[src/rtl/inst_queue_if.sv]
`default_nettype none
// ============================================================================
//  Module      : inst_queue_if
//  Description : Bundle of the fetch-queue handshake signals that run between
//                the fetch stage (push side), decode (pop side) and the
//                pipeline controller (flush / stall request).
//                slave  modport : seen by the queue itself
//                master modport : seen by whoever drives push/pop/flush
//  Ports       : push_i/inst_i/inst_addr_i/push_rdy_o  - fetch side
//                pop_i/inst_vld_o/inst_o/inst_addr_o   - decode side
//                flush_i/stallreq_o/count_o            - control / status
//  Revision    : 1.0  initial release
// ============================================================================
interface inst_queue_if #(
    parameter int DEPTH  = 4,
    parameter int INST_W = 32,
    parameter int ADDR_W = 32
);
    localparam int AW = $clog2(DEPTH);

    logic              push_i;
    logic [INST_W-1:0] inst_i;
    logic [ADDR_W-1:0] inst_addr_i;
    logic              push_rdy_o;
    logic              pop_i;
    logic              flush_i;
    logic              inst_vld_o;
    logic [INST_W-1:0] inst_o;
    logic [ADDR_W-1:0] inst_addr_o;
    logic [AW:0]       count_o;
    logic              stallreq_o;

    modport slave (
        input  push_i, inst_i, inst_addr_i, pop_i, flush_i,
        output push_rdy_o, inst_vld_o, inst_o, inst_addr_o, count_o, stallreq_o
    );

    modport master (
        output push_i, inst_i, inst_addr_i, pop_i, flush_i,
        input  push_rdy_o, inst_vld_o, inst_o, inst_addr_o, count_o, stallreq_o
    );
endinterface
`default_nettype wire

[src/rtl/inst_queue.sv]
`default_nettype none
// ============================================================================
//  Module      : inst_queue
//  Description : Show-ahead fetch queue of {inst, pc} pairs between the ifu
//                and the idu. Decouples instruction fetch from decode stalls,
//                empties on flush and raises a fetch stall request when full.
//  Ports       : clk    - clock, rising edge
//                rst_n  - asynchronous active-low reset
//                q      - inst_queue_if.slave (push/pop/flush handshake,
//                         head entry, occupancy, stall request)
//  Revision    : 1.0  initial release
// ============================================================================
module inst_queue #(
    parameter int              DEPTH  = 4,       // power of two, >= 2
    parameter int              INST_W = 32,
    parameter int              ADDR_W = 32,
    parameter logic [INST_W-1:0] NOP  = 32'h00000013
) (
    input  logic          clk,
    input  logic          rst_n,
    inst_queue_if.slave   q
);
    localparam int AW = $clog2(DEPTH);
    localparam int PW = AW + 1;
    localparam logic [PW-1:0] c_PTR_ONE = PW'(1);

    // Storage is intentionally not reset: pointers alone define validity.
    logic [INST_W+ADDR_W-1:0] r_mem [DEPTH];

    // Pointers carry one extra wrap bit so full and empty are distinguishable.
    logic [PW-1:0] r_wr_ptr;
    logic [PW-1:0] r_rd_ptr;

    logic w_empty;
    logic w_full;
    logic w_push_acc;
    logic w_pop_acc;

    assign w_empty    = (r_wr_ptr == r_rd_ptr);
    assign w_full     = (r_wr_ptr[AW-1:0] == r_rd_ptr[AW-1:0]) &&
                        (r_wr_ptr[AW] != r_rd_ptr[AW]);
    // Acceptance depends only on registered state, so push_rdy_o never has a
    // combinational path from pop_i: a push into a full queue is refused even
    // when a pop happens in the same cycle.
    assign w_push_acc = q.push_i && !w_full;
    assign w_pop_acc  = q.pop_i  && !w_empty;

    always_ff @(posedge clk or negedge rst_n) begin
        if (!rst_n) begin
            r_wr_ptr <= '0;
            r_rd_ptr <= '0;
        end else if (q.flush_i) begin
            // Flush drops everything still queued; same-cycle push/pop lost.
            r_rd_ptr <= r_wr_ptr;
        end else begin
            if (w_push_acc) begin
                r_wr_ptr <= r_wr_ptr + c_PTR_ONE;
            end
            if (w_pop_acc) begin
                r_rd_ptr <= r_rd_ptr + c_PTR_ONE;
            end
        end
    end

    always_ff @(posedge clk) begin
        if (w_push_acc && !q.flush_i) begin
            r_mem[r_wr_ptr[AW-1:0]] <= {q.inst_i, q.inst_addr_i};
        end
    end

    // Show-ahead head read; idle values keep decode seeing a harmless NOP.
    logic [INST_W+ADDR_W-1:0] w_head;
    assign w_head = r_mem[r_rd_ptr[AW-1:0]];

    assign q.inst_vld_o  = !w_empty;
    assign q.inst_o      = w_empty ? NOP : w_head[INST_W+ADDR_W-1:ADDR_W];
    assign q.inst_addr_o = w_empty ? '0  : w_head[ADDR_W-1:0];
    assign q.count_o     = r_wr_ptr - r_rd_ptr;
    assign q.push_rdy_o  = !w_full;
    assign q.stallreq_o  = w_full;

endmodule
`default_nettype wire

[src/flat_wrapper.sv]
// flat-port wrapper written by rule: the top's interface ports become plain ports
module inst_queue_flat 
#(
    parameter int              DEPTH  = 4,                            
    parameter int              INST_W = 32,
    parameter int              ADDR_W = 32,
    parameter logic [INST_W-1:0] NOP  = 32'h00000013
)
  (clk, rst_n, q_push_i, q_inst_i, q_inst_addr_i, q_pop_i, q_flush_i, q_push_rdy_o, q_inst_vld_o, q_inst_o, q_inst_addr_o, q_count_o, q_stallreq_o);
  inst_queue_if #(.DEPTH(DEPTH), .INST_W(INST_W), .ADDR_W(ADDR_W)) q_i ();
  input  logic clk;
  input  logic rst_n;
  input wire logic [$bits(q_i.push_i)-1:0] q_push_i;
  input wire logic [$bits(q_i.inst_i)-1:0] q_inst_i;
  input wire logic [$bits(q_i.inst_addr_i)-1:0] q_inst_addr_i;
  input wire logic [$bits(q_i.pop_i)-1:0] q_pop_i;
  input wire logic [$bits(q_i.flush_i)-1:0] q_flush_i;
  output wire logic [$bits(q_i.push_rdy_o)-1:0] q_push_rdy_o;
  output wire logic [$bits(q_i.inst_vld_o)-1:0] q_inst_vld_o;
  output wire logic [$bits(q_i.inst_o)-1:0] q_inst_o;
  output wire logic [$bits(q_i.inst_addr_o)-1:0] q_inst_addr_o;
  output wire logic [$bits(q_i.count_o)-1:0] q_count_o;
  output wire logic [$bits(q_i.stallreq_o)-1:0] q_stallreq_o;
  assign q_i.push_i = q_push_i;
  assign q_i.inst_i = q_inst_i;
  assign q_i.inst_addr_i = q_inst_addr_i;
  assign q_i.pop_i = q_pop_i;
  assign q_i.flush_i = q_flush_i;
  assign q_push_rdy_o = q_i.push_rdy_o;
  assign q_inst_vld_o = q_i.inst_vld_o;
  assign q_inst_o = q_i.inst_o;
  assign q_inst_addr_o = q_i.inst_addr_o;
  assign q_count_o = q_i.count_o;
  assign q_stallreq_o = q_i.stallreq_o;
  inst_queue #(.DEPTH(DEPTH), .INST_W(INST_W), .ADDR_W(ADDR_W), .NOP(NOP)) u_core (.clk(clk), .rst_n(rst_n), .q(q_i));
endmodule
[config.mk]
export PLATFORM = sky130hd
export DESIGN_NAME = inst_queue_flat
export DESIGN_NICKNAME = d
export VERILOG_FILES = /design/src/rtl/inst_queue_if.sv /design/src/rtl/inst_queue.sv /design/src/flat_wrapper.sv
export SDC_FILE = /design/constraint.sdc
export NUM_CORES = 1
export LEC_CHECK = 0
export BUFFER_PORTS_ARGS = -buffer_cell sky130_fd_sc_hd__buf_2
export CAP_MARGIN = 20
export CORE_MARGIN = 3
export CORE_UTILIZATION = 50
export DETAILED_ROUTE_END_ITERATION = 10
export PLACE_DENSITY = 0.74
export SYNTH_ARGS = -nofsm -noshare
export SYNTH_HDL_FRONTEND = slang
export SYNTH_SLANG_ARGS = --single-unit
export TNS_END_PERCENT = 50
[constraint.sdc]
create_clock -name clk -period 6.22 [get_ports clk]
set_clock_uncertainty 0.05 [all_clocks]
set_input_delay 1.244 -clock clk [delete_from_list [all_inputs] [get_ports clk]]
set_output_delay 1.244 -clock clk [all_outputs]
set_load 0.01 [all_outputs]
Word level (Yosys, flattened, before mapping)
Memories as Yosys holds them, arrays and structs flattened.
Index checks and enable logic that the tools add are counted.

word-level totals
  register bits after elaboration = 6
  memory bits (writable) = 256
  output and inout port bits = 70
  word-level logic and storage cells = 25
  memories kept = 1

cells by class
  $add $sub $neg = 3
  eq/ne operators = 3
  multiplexer cells = 6
  bitwise operators = 1
  reductions and logical operators = 9

memory list
  memory        depth  bits a word  rd ports  clocked after Yosys merged registers in  write ports  line              text
  u_core.r_mem  4      64           1         0                                        1            inst_queue.sv:28  logic [INST_W+ADDR_W-1:0] r_mem [DEPTH];

operator list
  cell                                         number
  two-way mux 32 bit                           2
  adder 3 x 1 -> 3 bit, second input constant  2
  two-way mux 3 bit                            2
  logical AND 1 bit                            4
  equality test 3 bit                          1
  zero test 1 bit                              3
  subtractor 3 bit                             1
  equality test 2 bit                          1
  two-way mux 1 bit                            2
  AND reduction 2 bit                          1
  nonzero test 2 bit                           1
  != test 1 bit                                1
  inverter 1 bit                               1

Longest topological paths before layout
Gate-level depths: netlist of run 1.

  depth in word-level cells = 7
  gate-level depth with buffers = 8
  gate-level depth less buffers = 5

Worst setup path before layout of run 1
OpenSTA, ideal clock, no wires.

  kind = input port to flip-flop
  from = input q_flush_i
  to = memory u_core.r_mem[3][0] (netlist bit), enable pin
  library setup time = 586 ps
  arrival = 6450 ps
  path slack = -867 ps
  stages = 3
  path buffers = 1
  path through = clkbuf_1 > nand2b_1 > a211oi_1

on the way
  word-level cells in the longest chain between the ends = 4

RTL lines
  element                                  line                text
  from (decl)                              flat_wrapper.sv:17  input wire logic [$bits(q_i.flush_i)-1:0] q_flush_i;
  zero test 1 bit                          inst_queue.sv:66    if (w_push_acc && !q.flush_i) begin
  logical AND 1 bit                        inst_queue.sv:66
  two-way mux 1 bit                        inst_queue.sv:66
  two-way mux 1 bit (not written as such)  inst_queue.sv:67    r_mem[r_wr_ptr[AW-1:0]] <= {q.inst_i, q.inst_addr_i};
  to (decl)                                inst_queue.sv:28

Every way passes these cells.

Worst setup path in the final report of run 1
  from = register u_core.r_rd_ptr[0]
  to = output q_inst_addr_o[20]

on the way
  word-level cells in the longest chain between the ends = 2
  elaborated cells between the ends (all ways) = 3
  those cells by class = eq/ne (1); mux (1); memory (1)

RTL lines
  element                                                          line                text
  from (decl)                                                      inst_queue.sv:32    logic [PW-1:0] r_rd_ptr;
  from (signal assigned)                                           inst_queue.sv:54    r_rd_ptr <= r_wr_ptr;
  from (signal assigned)                                           inst_queue.sv:60    r_rd_ptr <= r_rd_ptr + c_PTR_ONE;
  memory read (4 x 64 bit) or equality test 3 bit (tied branches)  -
  two-way mux 32 bit (*)                                           inst_queue.sv:77    assign q.inst_addr_o = w_empty ? '0 : w_head[ADDR_W-1:0];
  to (decl)                                                        flat_wrapper.sv:21  output wire logic [$bits(q_i.inst_addr_o)-1:0] q_inst_addr_o;

Mark *: on every way between the ends. The rest lies on a longest branch, timed or not.

==> results of run 1 <==
==> kinds of logic (layout without fill, tap and decap cells) <==
kind of cell | after synthesis | in the layout | synth area share (%)
AOI/OAI and AO/OA | 9 | 9 | 0.6397
xor gates and xnor gates | 5 | 5 | 0.5043
adders and majority gates | 8 | 8 | 1.058
buffers and inverters | 31 | 202 | 1.537
DFF | 262 | 262 | 77.04
muxes | 65 | 65 | 14.28
other | 0 | 1 | 0
and+or+nand+nor | 84 | 84 | 4.944
==> cells in the mapped netlist (2+ instances only) <==
cell / number
edfxtp_1: 256
mux4_2: 64
nor2b_1: 63
inv_1: 9
buf_2: 8
clkbuf_1: 7
ha_1: 7
buf_4: 6
dfrtp_1: 6
nand3_1: 5
and2_1: 4
nor2_1: 4
nand2_1: 3
or2_2: 3
xnor2_1: 3
a21oi_1: 2
==> power by group <==
part	internal (mW)	switching, mW	total (mW)	leakage (nW)
logic	0.976	1.15	2.13	1.36
registers	2.19	0.0909	2.28	2.39
clock network	0.837	0.616	1.45	0.390
==> worst min path at each step <==
stage | from | to | slack (ns)
after floorplan | u_core.r_wr_ptr[2] | u_core.r_wr_ptr[2] | 0.50
after global placement | u_core.r_wr_ptr[2] | u_core.r_wr_ptr[2] | 0.52
after detailed placement | u_core.r_wr_ptr[2] | u_core.r_wr_ptr[2] | 0.55
after CTS | rst_n | u_core.r_rd_ptr[2] | 0.49
after global routing | rst_n | u_core.r_rd_ptr[2] | 0.49
final | rst_n | u_core.r_rd_ptr[2] | 0.51
==> metrics by stage <==
| step | std cells | instance area [µm²] | power [mW] |
|---|---|---|---|
| after CTS | 898 | 11940 | 5.906 |
| after detailed placement | 850 | 11150 | 4.441 |
| after global routing | 901 | 11990 | 6.180 |
| final | 901 | 11990 | 5.857 |
| after global placement | 850 | 11150 | 4.392 |
| after floorplan | 464 | 10180 | 3.685 |
==> critical path: cells and delay by family (launching register included) <==
kind	cells	cell delay (ns)
DFF	1	0.62
and+or+nand+nor	1	0.16
muxes	1	0.57
buffers and inverters	3	0.91
==> sequential cells by signal (all words and copies together) (netlist names) <==
name / flops
u_core.r_wr_ptr: 3
u_core.r_mem: 256
u_core.r_rd_ptr: 3
==> layer usage <==
layer  global-route usage (%)  share of wire [%]
met1                    23.62                 42
met2                    30.12                 49
met3                    4.144                6.9
met4                    4.249                2.0
met5                        0               0.18
==> area by class of cell <==
cell class	instances	area [µm²]
Antenna cell	1	2.502
Clock buffer	35	705.7
Clock inverter	13	91.34
Fill cell	1402	7725
Inverter	9	33.78
Multi-Input combinational cell	171	2207
Sequential cell	262	7845
Tap cell	265	331.6
Timing Repair Buffer	145	775.7
==> reports/qor.yml, run 1 <==
run_status:
  status: "complete, no violations"
placement:
  hpwlAfterDp_mm: 10.97
  finalWeightedCongestion: 0.7061
  portBuffers: 138
  dpl_worst_slack_ns: 2.197
route:
  firstDrtPassIters: 4
  drt_iter0_drc: 260
  num_vias: 4950
  post-route-drc-count: 0
  ant_nets: 0
  routedWlPerCell_um: 21.41
  finalWirelength_mm: 19.29
  post_drt_via_cell_ratio: 5.494
timing:
  final-max-slew-violation-count: 0
  setup_viols_final: 0
  max_slew.worst_pin.slew_ns: 1.009
  hold-worst-slack_ns: 0.5061
  rsz0062_at_grt: "false"
  finalCriticalPeriod_ns: 4.140
  relSlewSlack_pct: 32.73
  final_hold_violations: 0
  max_clock_freq_mhz: 241.6
  setup_ws_ns: 2.080
  final_min_period_over_clock_period_pct: 66.55
  setup_tns_ns: 0
cells_and_area:
  utilization_pct: 60.82
  final_nets: 692
  layout-area-overhead-vs-synth_pct: 17.88
  layout-drive-gt1-share_pct: 40.47
  final_common_cell: "edfxtp_1"
  layout.cells.most_common_list: "edfxtp_1, buf_2, mux4_2, nor2b_1, clkbuf_16"
critical_path:
  crit_chain: "buf_4 -> buf_16 -> mux4_2 -> nor2b_1 -> buf_2"
  r2r-start: "u_core.r_rd_ptr[0]"
  cp_max_fo: 34
  worstSetupPathType: "reg -> out"
  slowest_stage: "dfrtp_4"
  cp_data_required_time_ns: 4.93
  setup.worst_path.end: "q_inst_addr_o[20]"
  worstSetupStartpointType: "flop"
  critical_path.startpoint: "u_core.r_rd_ptr[0]"
  worst-r2r-setup-slack_ns: 3.19
  worstPathArrival_ns: 2.85
  endpoint_kind: "output port"
  worst_path_largest_cell_delay_ns: 0.62
  critical_path.reg2reg.endpoint: "u_core.r_mem[1][63]"
  timing.reg2reg.worst_path_depth: 4
die:
  num_io_pins: 139
  core-area_mm2: 0.01972
  placementRows: 51
  floorplan.die.height_um: 148.6
  fp.dieW_um: 148.6
  area_enclosed_by_the_die_boundary_mm2: 0.02209
  floorplan.initialDensity_pct: 51.60
synthesis:
  synthesis.nets: 541
  synth_flop_cell: "edfxtp_1"
  yosysWarningCount: 0
  synth_area_per_cell_um2: 21.93
  synth_area_mm2: 0.01017
  yosys_register_bits: 262
  post_synth_num_cell_types: 30
  synth_edf_count: 256
  post-synth-top-area-cell: "edfxtp_1"
  post_synth_inst_count: 464
  asyncSetResetFlopFracSynth_pct: 2.290
  synth.top_cell.area_share_pct: 75.56
  biggest_area_contributors_in_the_synthesized_netlist: "edfxtp_1, mux4_2, nor2b_1"
  ys_seq_area_share_pct: 77.04
grt:
  grt_pass1_wl_mm: 30.11
  number_of_global_route_vias_before_repair: 5310
  pin_count_of_the_biggest_net_entering_global_routing: 68
  gr-usage-all-layers_pct: 17.73
  antenna_found_initial: 4
  globalRouteOverflowTotal: 0
clocking:
  cts_tree: "built"
  ctsHtreeMaxLevel: 1
  cts_root_buffer: "clkbuf_16"
  cts_repair_resize_count: 0
  cts-buffers-inserted: 26
  max-clock-path-buffers: 3
  post_cts_buffers: 0
  clock-sinks: 262
  cts_hold_repair.buffers: 0
  clk_transition_reported_paths_ns: 0.06
  worstSkewPairLatency_ns: 0.51
power:
  peakVddDrop_mv: 0.2889
  power.density_mw_per_mm2: 488.4
  power.leakage_nw: 4.140
worst_hold_path:
  worstHoldPathType: "in -> async"
run:
  max-cap-violations: 0
(Power assumes the default switching activity.)
==> inputs of run 2 (changes only) <==
PLACE_DENSITY = 0.71   (was 0.74)
clock period = 4.3 ns   (was 6.22 ns; I/O delays follow)
==> run 2 against run 1 <==
- die area is the same
- utilization up 0.17 points
- sequential share of layout area fell by 0.18 points
- via count down 1.4%
- total power increased by 44%
- critical path depth is 1 lower
- routed wire length shrank 2.7%
- design area is 0.28% higher
- combinational power rose by 41%
- global-route usage is 0.28 points lower
- clock-buffer cell count down 3
- largest power group unchanged
==> reports/qor.yml, run 2 (same netlist as run 1, synthesis figures left out) <==
grt:
  globalRouteOverflowTotal: 0  # unchanged
  number_of_global_route_vias_before_repair: 5250  # -1.1%
  pin_count_of_the_biggest_net_entering_global_routing: 53  # -22%
  antenna_found_initial: 4  # unchanged
  gr-usage-all-layers_pct: 17.45  # -0.28 points
  grt_pass1_wl_mm: 29.71  # -1.3%
die:
  floorplan.initialDensity_pct: 51.60  # unchanged
  placementRows: 51  # unchanged
  fp.dieW_um: 148.6  # unchanged
  floorplan.die.height_um: 148.6  # unchanged
  area_enclosed_by_the_die_boundary_mm2: 0.02209  # unchanged
  core-area_mm2: 0.01972  # unchanged
  num_io_pins: 139  # unchanged
clocking:
  post_cts_buffers: 0  # unchanged
  clk_transition_reported_paths_ns: 0.06  # about the same
  cts_hold_repair.buffers: 0  # unchanged
  cts-buffers-inserted: 26  # unchanged
  max-clock-path-buffers: 3  # unchanged
  worstSkewPairLatency_ns: 0.51  # about the same
  cts_repair_resize_count: 0  # unchanged
  cts_tree: "built"
  clock-sinks: 262  # unchanged
  cts_root_buffer: "clkbuf_16"
  ctsHtreeMaxLevel: 1  # unchanged
timing:
  max_slew.worst_pin.slew_ns: 0.7970  # -0.2121 ns
  max_clock_freq_mhz: 279.1
  final_min_period_over_clock_period_pct: 83.34
  setup_viols_final: 0  # unchanged
  hold-worst-slack_ns: 0.1192  # -0.3868 ns
  rsz0062_at_grt: "false"
  final-max-slew-violation-count: 0  # unchanged
  finalCriticalPeriod_ns: 3.584
  relSlewSlack_pct: 46.87  # +14 points
  final_hold_violations: 0  # unchanged
  setup_tns_ns: 0  # unchanged
cells_and_area:
  largest_register_ff_count: 256  # unchanged
  final_common_cell: "edfxtp_1"
  multi_input_comb_area_mm2: 0.002207  # unchanged
  post_layout_nonfiller_instances: 902  # +0.11%
  layout.cells.most_common_list: "edfxtp_1, buf_2, mux4_2, nor2b_1, clkbuf_16"
  final_cell_area_mm2: 0.01203  # +0.28%
  layout.filler_cells: 1430  # +2.0%
  utilization_pct: 60.99  # +0.17 points
  regArea_mm2: 0.007845  # unchanged
  layout-drive-gt1-share_pct: 40.72  # +0.25 points
  final_nets: 695  # +0.43%
  layout-area-overhead-vs-synth_pct: 18.21
placement:
  portBuffers: 138  # unchanged
  dpl_cell_area_mm2: 0.01123  # +0.79%
  hpwlAfterDp_mm: 11.23  # +2.4%
  placedCellCount: 855  # +0.59%
  finalWeightedCongestion: 0.7084  # +0.33%
route:
  post_drt_via_cell_ratio: 5.410  # -1.5%
  ant_nets: 0  # unchanged
  num_vias: 4880  # -1.4%
  drt_iter0_drc: 369  # +42%
  firstDrtPassIters: 5  # +1
  routedWlPerCell_um: 20.80  # -2.8%
  post-route-drc-count: 0  # unchanged
  finalWirelength_mm: 18.77  # -2.7%
critical_path:
  slowest_stage: "dfrtp_4"
  cp_data_required_time_ns: 3.39  # -1.54 ns
  total_buffers_and_inverters_traversed_by_the_critical_path: 2  # -1
  worstSetupPathType: "reg -> out"
  crit_chain: "buf_4 -> mux4_2 -> or2_2 -> buf_2"
  worstSetupStartpointType: "flop"
  crit_cells: 4  # -1
  endpoint_kind: "output port"
  worstPathArrival_ns: 2.67  # -0.18 ns
  worst_path_largest_cell_delay_ns: 0.68  # +0.06 ns
  timing.reg2reg.worst_path_depth: 6  # +2
  path_delay_family: "buffers and inverters"
  cp_max_fo: 41  # +21%
power:
  power.leakage_nw: 4.151  # +0.26%
  power.density_mw_per_mm2: 701.0  # +44%
  peakVddDrop_mv: 0.3735  # +29%
run:
  max-cap-violations: 0  # unchanged
run_status:
  status: "complete, no violations"
worst_hold_path:
  worstHoldPathType: "in -> async"
[run 2: final timing paths]
path | start | to | slack [ns]
setup / recovery | u_core.r_rd_ptr[1] | q_inst_o[0] | 0.72
hold / removal | rst_n | u_core.r_wr_ptr[2] | 0.12
setup reg to reg | u_core.r_rd_ptr[1] | u_core.r_mem[1][34] | 1.27
hold reg to reg | u_core.r_wr_ptr[2] | u_core.r_wr_ptr[2] | 0.54
max in group asynchronous | rst_n | u_core.r_rd_ptr[0] | 3.90
min in group clk | q_inst_i[29] | u_core.r_mem[0][61] | 0.51
[run 2: final cells by class]
type                    instances  area share [%]
well taps                     265           2.757
repair buffers                148           6.783
multi-input cells             171           18.35
inverters                       9          0.2809
clock inverters                14          0.8011
diodes                          1         0.02081
flip-flops and latches        262           65.23
clock buffers                  32           5.774
[run 2: through the flow]
| stage | worst slack [ns] | total power, mW |
|---|---|---|
| 2_1_floorplan | 0.7327 | 5.338 |
| 3_3_place_gp | 1.190 | 6.443 |
| 3_5_place_dp | 1.184 | 6.487 |
| 4_1_cts | 0.6309 | 8.576 |
| 5_1_grt | 0.5285 | 8.932 |
| 6_report | 0.7164 | 8.430 |
[run 2: worst reg2reg max path: cells and delay by family, from the launching register on]
| kind | cells | cell delay [ns] |
|---|---|---|
| AO/OA/AOI/OAI | 1 | 0.43 |
| flip-flops | 1 | 0.68 |
| buffers and inverters | 2 | 0.41 |
| AND/OR/NAND/NOR | 2 | 0.75 |
| adder cells (fa/ha/maj) | 1 | 0.33 |
[run 2: per-layer routing]
metal | vias up | part of all wire [%] | track usage [%] | routed length, µm
met1 | 2488 | 41 | 24.57 | 7652
met2 | 170 | 49 | 27.67 | 9156
met5 | - | 0.18 | 0 | 33
met3 | 36 | 8.2 | 4.753 | 1538
li1 | 2180 | - | - | -
met4 | 6 | 2.1 | 4.342 | 385
[run 2: power breakdown]
| part | switching, mW | leakage [nW] | internal [mW] |
|---|---|---|---|
| registers | 0.198 | 2.39 | 3.16 |
| logic | 1.60 | 1.38 | 1.40 |
| clock network | 0.876 | 0.382 | 1.20 |
==> inputs of run 3 (changes only) <==
clock period = 3.52 ns   (was 4.3 ns; I/O delays follow)
==> run 3 against run 2 <==
- critical path depth is the same
- sequential power is 19% higher
- clock-buffer cell count grew 4
- design area increased by 1.9%
- first-iteration DRC count down 10%
- flip-flop and latch count is the same
- sequential share of layout area is 1.2 points lower
- via count rose by 1.9%
- global-route usage increased by 0.63 points
- clock power up 40%
- critical endpoint unchanged
- largest cell class unchanged
- largest power group unchanged
==> reports/qor.yml, run 3 (same netlist as run 1, synthesis figures left out) <==
timing:
  setup_tns_ns: 0  # unchanged
  rsz0062_at_grt: "false"
  relSlewSlack_pct: 67.90  # +21 points
  final-max-slew-violation-count: 0  # unchanged
  setup_ws_ns: 0.2871  # -0.4294 ns
  finalCriticalPeriod_ns: 3.233
  max_slew.worst_pin.slew_ns: 0.4781  # -0.3189 ns
  final_hold_violations: 0  # unchanged
  final_min_period_over_clock_period_pct: 91.84
  max_clock_freq_mhz: 309.3
  setup_viols_final: 0  # unchanged
critical_path:
  path_delay_family: "buffers and inverters"
  crit_chain: "buf_4 -> mux4_2 -> or2_2 -> buf_2"
  worstSetupStartpointType: "flop"
  cp_data_required_time_ns: 2.77  # -0.62 ns
  endpoint_kind: "output port"
  worst-r2r-setup-slack_ns: 0.74  # -0.53 ns
  timing.reg2reg.worst_path_depth: 5  # -1
  critical_path.startpoint: "u_core.r_rd_ptr[0]"
  critical_path.reg2reg.endpoint: "u_core.r_mem[0][41]"
  worst_path_largest_cell_delay_ns: 0.56  # -0.12 ns
  setup.worst_path.end: "q_inst_o[0]"
  crit_cells: 4  # unchanged
  cp_max_fo: 20  # -51%
  slowest_stage: "mux4_2"
  worstPathArrival_ns: 2.48  # -0.19 ns
  total_buffers_and_inverters_traversed_by_the_critical_path: 2  # unchanged
  worstSetupPathType: "reg -> out"
  r2r-start: "u_core.r_rd_ptr[0]"
grt:
  grt-busiest-layer: "met2"
  globalRouteMet2Util_pct: 28.92  # +1.3 points
  globalRouteOverflowTotal: 0  # unchanged
  pin_count_of_the_biggest_net_entering_global_routing: 68  # +28%
  grt_pass1_wl_mm: 30.59  # +2.9%
  groute.layer.met3.usage_pct: 5.119  # +0.37 points
  gr-usage-all-layers_pct: 18.07  # +0.63 points
  antenna_found_initial: 4  # unchanged
  number_of_global_route_vias_before_repair: 5308  # +1.1%
  globalRouteMet1Util_pct: 25.26  # +0.69 points
route:
  routedWlPerCell_um: 21.35  # +2.6%
  post-route-drc-count: 0  # unchanged
  drt_iter0_drc: 331  # -10%
  ant_nets: 0  # unchanged
  finalWirelength_mm: 19.49  # +3.9%
  num_vias: 4973  # +1.9%
  firstDrtPassIters: 5  # unchanged
  post_drt_via_cell_ratio: 5.447  # +0.68%
power:
  peakVddDrop_mv: 0.5928  # +59%
  power.density_mw_per_mm2: 877.0  # +25%
  power.leakage_nw: 4.263  # +2.7%
die:
  placementRows: 51  # unchanged
  fp.dieW_um: 148.6  # unchanged
  num_io_pins: 139  # unchanged
  floorplan.die.height_um: 148.6  # unchanged
  floorplan.initialDensity_pct: 51.60  # unchanged
  area_enclosed_by_the_die_boundary_mm2: 0.02209  # unchanged
  core-area_mm2: 0.01972  # unchanged
cells_and_area:
  final_cell_area_mm2: 0.01225  # +1.9%
  largest_register_ff_count: 256  # unchanged
  layout.filler_cells: 1401  # -2.0%
  final_nets: 703  # +1.2%
  layout-drive-gt1-share_pct: 42.11  # +1.4 points
  final_common_cell: "edfxtp_1"
  layout-area-overhead-vs-synth_pct: 20.40
  layout.cells.most_common_list: "edfxtp_1, buf_2, mux4_2, nor2b_1, clkbuf_16"
clocking:
  worstSkewPairLatency_ns: 0.51  # about the same
  cts-buffers-inserted: 26  # unchanged
  cts_root_buffer: "clkbuf_16"
  post_cts_buffers: 0  # unchanged
  max-clock-path-buffers: 3  # unchanged
  cts_tree: "built"
  clk_transition_reported_paths_ns: 0.06  # about the same
  ctsHtreeMaxLevel: 1  # unchanged
  clock-sinks: 262  # unchanged
run:
  max-cap-violations: 0  # unchanged
placement:
  hpwlAfterDp_mm: 12.00  # +6.9%
  dpl_worst_slack_ns: 0.7151  # -0.4690 ns
  portBuffers: 138  # unchanged
  finalWeightedCongestion: 0.7954  # +12%
  dpl_cell_area_mm2: 0.01131  # +0.69%
run_status:
  status: "complete, no violations"
worst_hold_path:
  worstHoldPathType: "in -> reg"
[run 3: changes by cell type in the layout (fill, tap and decap cells not counted)]
cell / delta
buf_12: +2
buf_4: +5
bufinv_16: +4
clkbuf_1: +2
clkbuf_8: +2
clkinv_1: -6
clkinv_4: -1
diode_2: +1
dlygate4sd3_1: +1
inv_6: +1
[run 3: per-layer routing]
layer  vias up  part of all wire [%]
met1      2555                    41
met2       185                    49
met5         -                  0.13
met3        30                   7.8
met4         6                   1.5
li1       2197                     -
[run 3: repair_timing]
action | 4_1_cts | 5_1_grt
endpoints found under the setup margin | 0 | 0
hold buffers | 1 | 0
hold endpoints to repair | 6 | 0
gates resized for setup | 0 | 0
[run 3: final cells by class]
type / instances / area, µm² / area share (%)
antenna: 2 / 5.005 / 0.04086
clock inverter: 12 / 193.9 / 1.583
inverter: 9 / 33.78 / 0.2758
tap: 265 / 331.6 / 2.707
sequential: 262 / 7845 / 64.05
multi-input combinational: 171 / 2207 / 18.02
timing repair buffer: 156 / 903.4 / 7.375
clock buffer: 36 / 729.5 / 5.955
[run 3: worst min path at each step]
stage | depth (start not counted) | slack, ns | endpoint | from
3_3_place_gp | 1 | 0.49 | u_core.r_wr_ptr[2] | rst_n
2_1_floorplan | 0 | 0.36 | u_core.r_rd_ptr[0] | rst_n
5_1_grt | 1 | 0.33 | u_core.r_mem[0][57] | q_inst_i[25]
6_report | 1 | 0.35 | u_core.r_mem[2][57] | q_inst_i[25]
4_1_cts | 1 | 0.32 | u_core.r_mem[2][32] | q_inst_i[0]
3_5_place_dp | 1 | 0.49 | u_core.r_rd_ptr[2] | rst_n
[run 3: power breakdown]
part	switching (mW)	internal (mW)
Clock	1.10	1.82
Sequential	0.144	3.86
Combinational	2.07	1.75
Total	3.31	7.43
[run 3: metrics by stage]
stage               power, mW  instances  utilization (%)  hold slack (ns)
finish                  10.74        913            62.12           0.3546
global route            11.34        912            62.11           0.3337
CTS                     10.92        911            62.10           0.3244
detailed placement      7.973        862            57.36           0.4892
global placement        7.892        862            57.36           0.4868
floorplan               6.521        464                -           0.3584
